[src/rtl/sum_tx_sequencer.sv]
// -----------------------------------------------------------------------------
// sum_tx_sequencer
//
// Captures two operands (A, B) from a shared switch bus on active-low save
// strobes, keeps their live sum on sum_out, and on a transmit request sends a
// snapshot of the sum as ASCII decimal digits through a byte-wide UART core.
// The UART core uses a start/busy handshake.
//
// Optional build macro:
//   SUM_SEQ_CRLF_EN - when defined, each frame is tens, ones, CR (0x0D),
//                     LF (0x0A). When undefined, each frame is tens, ones.
//
// Parameters:
//   DATA_W      operand width, 1..5 (sum <= 62 fits in two decimal digits)
//   SYNC_STAGES synchronizer depth for the asynchronous pins, >= 2
//
// Ports:
//   clk         system clock
//   reset_n     asynchronous active-low reset
//   save_a_n    active-low strobe, falling edge loads data_input into A
//   save_b_n    active-low strobe, falling edge loads data_input into B
//   data_input  operand value from the switches
//   uart_tx_en  active-high request, rising edge starts a frame (IDLE only)
//   tx_busy     UART core busy flag
//   tx_start    one-cycle request to the UART core to send tx_data
//   tx_data     byte presented to the UART core
//   sum_out     live A+B, unsigned, DATA_W+1 bits
//   seq_busy    high from frame acceptance until the last byte completes
// -----------------------------------------------------------------------------
module sum_tx_sequencer #(
  parameter int DATA_W      = 4,
  parameter int SYNC_STAGES = 2
) (
  input  logic              clk,
  input  logic              reset_n,
  input  logic              save_a_n,
  input  logic              save_b_n,
  input  logic [DATA_W-1:0] data_input,
  input  logic              uart_tx_en,
  input  logic              tx_busy,
  output logic              tx_start,
  output logic [7:0]        tx_data,
  output logic [DATA_W:0]   sum_out,
  output logic              seq_busy
);

`ifdef SUM_SEQ_CRLF_EN
  localparam logic [1:0] LAST_IDX = 2'd3;
`else
  localparam logic [1:0] LAST_IDX = 2'd1;
`endif

  typedef enum logic [2:0] {
    IDLE      = 3'd0,
    LOAD      = 3'd1,
    SEND      = 3'd2,
    WAIT_ACK  = 3'd3,
    WAIT_DONE = 3'd4
  } state_t;

  // ---------------------------------------------------------------------------
  // Pin synchronizers. Strobes idle high, the request idles low, so the reset
  // values match the idle levels and no edge is seen coming out of reset.
  // ---------------------------------------------------------------------------
  logic [SYNC_STAGES-1:0] sa_sync_reg, sb_sync_reg, en_sync_reg;
  logic [SYNC_STAGES-1:0] sa_sync_d, sb_sync_d, en_sync_d;

  assign sa_sync_d = {sa_sync_reg[SYNC_STAGES-2:0], save_a_n};
  assign sb_sync_d = {sb_sync_reg[SYNC_STAGES-2:0], save_b_n};
  assign en_sync_d = {en_sync_reg[SYNC_STAGES-2:0], uart_tx_en};

  generate
    for (genvar gi = 0; gi < SYNC_STAGES; gi++) begin : g_sync
      always_ff @(posedge clk or negedge reset_n) begin
        if (!reset_n) begin
          sa_sync_reg[gi] <= 1'b1;
          sb_sync_reg[gi] <= 1'b1;
          en_sync_reg[gi] <= 1'b0;
        end else begin
          sa_sync_reg[gi] <= sa_sync_d[gi];
          sb_sync_reg[gi] <= sb_sync_d[gi];
          en_sync_reg[gi] <= en_sync_d[gi];
        end
      end
    end
  endgenerate

  // Previous synchronized values for edge detection.
  logic sa_prev_reg, sb_prev_reg, en_prev_reg;
  logic sa_fall, sb_fall, en_rise;

  always_ff @(posedge clk or negedge reset_n) begin
    if (!reset_n) begin
      sa_prev_reg <= 1'b1;
      sb_prev_reg <= 1'b1;
      en_prev_reg <= 1'b0;
    end else begin
      sa_prev_reg <= sa_sync_reg[SYNC_STAGES-1];
      sb_prev_reg <= sb_sync_reg[SYNC_STAGES-1];
      en_prev_reg <= en_sync_reg[SYNC_STAGES-1];
    end
  end

  assign sa_fall = sa_prev_reg & ~sa_sync_reg[SYNC_STAGES-1];
  assign sb_fall = sb_prev_reg & ~sb_sync_reg[SYNC_STAGES-1];
  assign en_rise = ~en_prev_reg & en_sync_reg[SYNC_STAGES-1];

  // ---------------------------------------------------------------------------
  // Operands and live sum. Saves are honoured in every state; the frame uses
  // its own snapshot so mid-frame saves never disturb bytes in flight.
  // ---------------------------------------------------------------------------
  logic [DATA_W-1:0] a_reg, b_reg;
  logic [DATA_W:0]   sum_reg;

  always_ff @(posedge clk or negedge reset_n) begin
    if (!reset_n) begin
      a_reg   <= '0;
      b_reg   <= '0;
      sum_reg <= '0;
    end else begin
      if (sa_fall) a_reg <= data_input;
      if (sb_fall) b_reg <= data_input;
      sum_reg <= {1'b0, a_reg} + {1'b0, b_reg};
    end
  end

  assign sum_out = sum_reg;

  // ---------------------------------------------------------------------------
  // Frame sequencer
  // ---------------------------------------------------------------------------
  state_t          state_reg, state_next;
  logic [1:0]      idx_reg, idx_next;
  logic [DATA_W:0] snap_reg, snap_next;

  always_ff @(posedge clk or negedge reset_n) begin
    if (!reset_n) begin
      state_reg <= IDLE;
      idx_reg   <= 2'd0;
      snap_reg  <= '0;
    end else begin
      state_reg <= state_next;
      idx_reg   <= idx_next;
      snap_reg  <= snap_next;
    end
  end

  // ASCII digits of the snapshot, computed in 8 bits.
  logic [7:0] snap_ext, tens_byte, ones_byte, cur_byte;

  assign snap_ext  = 8'(snap_reg);
  assign tens_byte = 8'h30 + (snap_ext / 8'd10);
  assign ones_byte = 8'h30 + (snap_ext % 8'd10);

  always_comb begin
    cur_byte = 8'h00;
    case (idx_reg)
      2'd0:    cur_byte = tens_byte;
      2'd1:    cur_byte = ones_byte;
`ifdef SUM_SEQ_CRLF_EN
      2'd2:    cur_byte = 8'h0D;
      2'd3:    cur_byte = 8'h0A;
`endif
      default: cur_byte = 8'h00;
    endcase
  end

  always_comb begin
    state_next = state_reg;
    idx_next   = idx_reg;
    snap_next  = snap_reg;
    tx_start   = 1'b0;
    tx_data    = 8'h00;
    seq_busy   = 1'b1;

    case (state_reg)
      IDLE: begin
        seq_busy = 1'b0;
        if (en_rise) state_next = LOAD;
      end
      LOAD: begin
        snap_next  = sum_reg;
        idx_next   = 2'd0;
        state_next = SEND;
      end
      SEND: begin
        tx_data = cur_byte;
        // Start is combinational on !tx_busy so the pulse is exactly the one
        // cycle in which the state machine leaves SEND.
        if (!tx_busy) begin
          tx_start   = 1'b1;
          state_next = WAIT_ACK;
        end
      end
      WAIT_ACK: begin
        tx_data = cur_byte;
        if (tx_busy) state_next = WAIT_DONE;
      end
      WAIT_DONE: begin
        tx_data = cur_byte;
        if (!tx_busy) begin
          if (idx_reg == LAST_IDX) begin
            state_next = IDLE;
            seq_busy   = 1'b0;
          end else begin
            idx_next   = idx_reg + 2'd1;
            state_next = SEND;
          end
        end
      end
      default: begin
        state_next = IDLE;
        seq_busy   = 1'b0;
      end
    endcase
  end

endmodule
[config.mk]
export PLATFORM = sky130hd
export DESIGN_NAME = sum_tx_sequencer
export DESIGN_NICKNAME = d
export VERILOG_FILES = /design/src/rtl/sum_tx_sequencer.sv
export SDC_FILE = /design/constraint.sdc
export NUM_CORES = 1
export LEC_CHECK = 0
export CAP_MARGIN = 10
export CORE_MARGIN = 4
export CORE_UTILIZATION = 56
export CTS_CLUSTER_DIAMETER = 120
export DETAILED_ROUTE_END_ITERATION = 12
export PLACE_DENSITY_LB_ADDON = 0.3
export SLEW_MARGIN = 15
export SYNTH_ARGS = -nofsm -noshare
export SYNTH_HDL_FRONTEND = slang
export SYNTH_SLANG_ARGS = --single-unit
[constraint.sdc]
create_clock -name clk -period 4.3 [get_ports clk]
set_input_delay 1.29 -clock clk [delete_from_list [all_inputs] [get_ports clk]]
set_output_delay 1.29 -clock clk [all_outputs]
set_load 0.03 [all_outputs]
; ---- Yosys cells after proc, flatten, opt, wreduce, memory -nomap -nowiden
; Cells that the tools add are included.
; Widths: inputs -> output; s select.
[totals]
output_inout_bits = 15
register_bits = 32
inputBits = 10
word_cells = 60
[op_classes]
mux = 16
n_addsub = 4
eq_ne = 10
n_reduce_logical = 7
div_mod_pow = 2
n_bitwise = 6
[op_table]
columns = operator, count
row1 = $add 6x8->8 const A, 2
row2 = $pmux 8 s2, 1
row3 = $pmux 3 s5, 1
row4 = $mux 3, 4
row5 = $ne 2x2->1 const B, 5
row6 = $div 5x4->8 const B, 1
row7 = $mod 5x4->8 const B, 1
row8 = $mux 8, 1
row9 = $eq 3x2->1 const B, 2
row10 = $mux 2, 3
row11 = $reduce_or 3->1, 2
row12 = $add 4x4->5, 1
row13 = $mux 1, 4
row14 = $pmux 2 s2, 1
row15 = $reduce_and 4->1, 1
row16 = $and 1x1->1, 3
row17 = $eq 3x1->1 const B, 1
row18 = $eq 3x3->1 const B, 1
row19 = $logic_not 3->1, 1
row20 = $not 1->1, 3
row21 = $reduce_and 3->1, 1
row22 = $add 2x1->2 const B, 1
row23 = $eq 2x1->1 const B, 1
row24 = $logic_not 2->1, 1
row25 = other kinds (2), 2

; ---- Logic depth before layout (Yosys ltp)
[logic_depth]
ltp_word = 4
ltp_mapped = 6
mapped_depth_nobuf = 6

; ---- Worst setup path after synthesis
; No wires, ideal clock.
[synth_path]
path_type = input-to-output
start = input tx_busy
end = output tx_start
cell_stages = 2
slack_ns = 0.844
n_path_buf = 1
arrival_ns = 2.166
required_ns = 3.010
path_cell_list = clkbuf_1 > nor3_1
[synth_between]
elab_chain_len = 2
[synth_lines]
columns = element, line_no
row1 = from (decl), 40  ; input logic tx_busy,
row2 = $mux 1, 190  ; if (!tx_busy) begin
row3 = $mux 1, 176  ; case (state_reg)
row4 = to (decl), 41  ; output logic tx_start,
; Every way passes these cells.

; ---- Final worst setup path
[layout_path]
start = input tx_busy
end = output seq_busy
[layout_between]
elab_chain_len = 2
[layout_lines]
columns = element, line_no
row1 = $mux 1, 201  ; if (!tx_busy) begin
row2 = $pmux 1 s2, 176
row3 = to (decl), 44  ; output logic seq_busy
; Every way passes these cells.

==> run metrics <==
outcome=complete, no violations; M1 WL=973 um; Final min period=4.15 ns; commonest cells after routing, fill and taps aside=26 x dfrtp_1, 22 x clkdlybuf4s50_1, 10 x mux2_2; Routed WL=around 2400 um; CP cell instances=clkdlybuf4s50_1, nand2b_1, nand3_1, o21ai_0, clkdlybuf4s50_1; maximum number of pins on one net before global-route repair=33; Post-Synthesis Cell Area=0.00152 sq mm; Die H=60.2 um; hpwl dp=~1800 um; hold path cells=0; post-CTS setup buffers=0; register area=just over 800 sq um; CP peak stage delay=around 0.7 ns; Reg2Reg Setup Slack=~2.8 ns; Final period util=between 90 and 100%; CTS tree=built; unrepaired setup endpoints after global routing=no; post-layout util=between 70 and 80%; Leak=roughly 0.78 nW; DR vias/cell=roughly 5.4; DRT iter0 DRCs=26; vias in the first global route=around 970; WP data required=between 3 and 4 ns; Worst Hold End=sa_sync_reg[1]; FP Rows=18; CTS Hold Bufs=0; DR WL met3=133 um; Buffers on Ports=22; Peak Freq=about 240 MHz; Mean Syn Cell Area=11.8 sq um; initial antenna violation count=0; GRT Total Usage=roughly 16%; Final Cell Area=between 0.0015 and 0.002 sq mm; WS Path Type=input pin to output pin; DR DRC count=0; Yosys warning total=0; reg2reg end=snap_reg[2]; Cell Pwr Density=between 600 and 700 mW/mm^2; commonest non-fill, non-tap cell in the layout=dfrtp_1; TNS Setup=0 ns; initial core utilization=~60%; dpl cell area=0.00175 sq mm; global route overflow=0; Final Hold Fails=0; Top Ports=25; Yosys reg bits=32; FF-to-FF path depth=2; PostCTS Resize Cnt=0; Worst Path Arrival=~2.9 ns; Root Driver=clkbuf_4; Post-synth EDFFs=0; number of distinct library cells after synthesis=35; Pre-antenna DRT Iters=4; DR WL/cell=about 13 um; type of origin of the critical path=input pin; worst hold path class=flip-flop to flip-flop; highest routed layer=met4; CTS H-tree depth=2; asr flop ratio synth=100%; Inserted Clock Buffers=5; layout cells sized above 1=20.0%; Worst VDD drop=between 0.4 and 0.5 mV; Placer Congestion=0.744; Post-DRT Antenna Nets=0; number of max-cap violations=0; via count=~1000; Worst Tran Pin Value=0.569 ns; P&R area growth vs syn=18.6%; Slew Limit Fails=0; Crit path max-delay family=buffers and inverters; first-pass GRT wire length=between 4000 and 5000 um; clock slew at reported path FFs=~0.080 ns; slowest CP cell=clkdlybuf4s50_1; skew final=0.00767 ns; clock buffer depth=2; die span in x=roughly 60 um; RR Startpoint=state_reg[1]; maximum fanout along the worst path=6; floorplan core area=0.00254 sq mm; post-synthesis sequential area ratio=between 50% and 60%; clock sink count=32; fillers=between 200 and 250; Setup crit end kind=output pin; Top FF cell, synth=dfrtp_1; final setup vio count=0; Crit path top cell by count=clkdlybuf4s50_1; met2 wire len=approximately 1200 um; hold path startpoint=sa_sync_d[1]; Layout Nets=roughly 170; Cells after Synth=between 100 and 150; clk_lat worst skew=0.32 ns; CP Buf/Inv Count=2; Die Area=around 0.0036 sq mm; number of diodes=0; headroom to the max-slew limit=around three fifths; multi-input logic area=about 640 sq um
-- routing by layer --
layer	vias to the layer above	track usage [%]
met3	5	5.40
met1	482	18.1
met5	-	0
li1	487	-
met2	23	25.6
met4	0	7.59
-- layout make-up --
cell class,instances,share of cell area (%)
clock buffers,8,3.25
inverters,8,1.66
multi-input cells,83,35.2
flip-flops and latches,32,44.7
well taps,30,2.08
repair buffers,24,13.0
-- power breakdown --
part           internal, mW  switching [mW]  total, mW
Clock                0.0806          0.0904      0.171
Combinational         0.266           0.321      0.588
Sequential            0.377          0.0726      0.450
-- through the flow --
stage | cells | worst slack [ns] | hold slack [ns] | total power, mW
final | 185 | 0.147 | 0.359 | 1.21
after global routing | 185 | 0.0776 | 0.364 | 1.30
after CTS | 185 | 0.151 | 0.360 | 1.22
after detailed placement | 177 | 0.160 | 0.347 | 1.05
after global placement | 177 | 0.202 | 0.336 | 1.03
after floorplan | 130 | 0.844 | 0.331 | 0.873
-- worst max-delay path by stage --
stage          startpoint       end  cells past startpoint  slack (ns)
5_1_grt           tx_busy  tx_start                      4        0.08
2_1_floorplan     tx_busy  tx_start                      2        0.84
4_1_cts           tx_busy  seq_busy                      5        0.15
3_5_place_dp      tx_busy  seq_busy                      5        0.16
6_report          tx_busy  seq_busy                      5        0.15
3_3_place_gp      tx_busy  tx_start                      4        0.20
-- cells by family after synthesis --
kind of cell,count (synthesis),synth area share [%]
AND/OR/NAND/NOR,38,14.9
adder cells (fa/ha/maj),7,6.24
XOR/XNOR,2,1.15
flip-flops,32,53.0
buffers and inverters,15,5.42
multiplexers,12,8.70
AO/OA/AOI/OAI,22,10.3
other,1,0.246
-- cell usage after synthesis, types with 2 or more instances --
| cell type | number | area, sq um |
|---|---|---|
| nor3_1 | 3 | 15.0 |
| nand2_1 | 9 | 33.8 |
| nor2_1 | 6 | 22.5 |
| o21ai_0 | 7 | 35.0 |
| ha_1 | 6 | 75.1 |
| o32ai_1 | 3 | 26.3 |
| o22ai_2 | 2 | 25.0 |
| xnor2_1 | 2 | 17.5 |
| buf_6 | 2 | 22.5 |
| mux2_2 | 10 | 113 |
| dfrtp_1 | 26 | 651 |
| nand3b_1 | 2 | 15.0 |
| clkbuf_1 | 2 | 7.51 |
| mux2i_1 | 2 | 20.0 |
| a21oi_1 | 3 | 15.0 |
| or2b_1 | 2 | 15.0 |
| nand2b_1 | 5 | 31.3 |
| inv_1 | 8 | 30.0 |
| nor2b_1 | 5 | 31.3 |
| a22oi_1 | 2 | 15.0 |
| dfstp_2 | 6 | 158 |
| buf_4 | 3 | 22.5 |
-- worst reg2reg max path, cell delays in order (launching register included) --
cell     delay (ns)
dfrtp_1        0.46
nor3b_2        0.54
mux2_2         0.40
(Power assumes the default switching activity.)
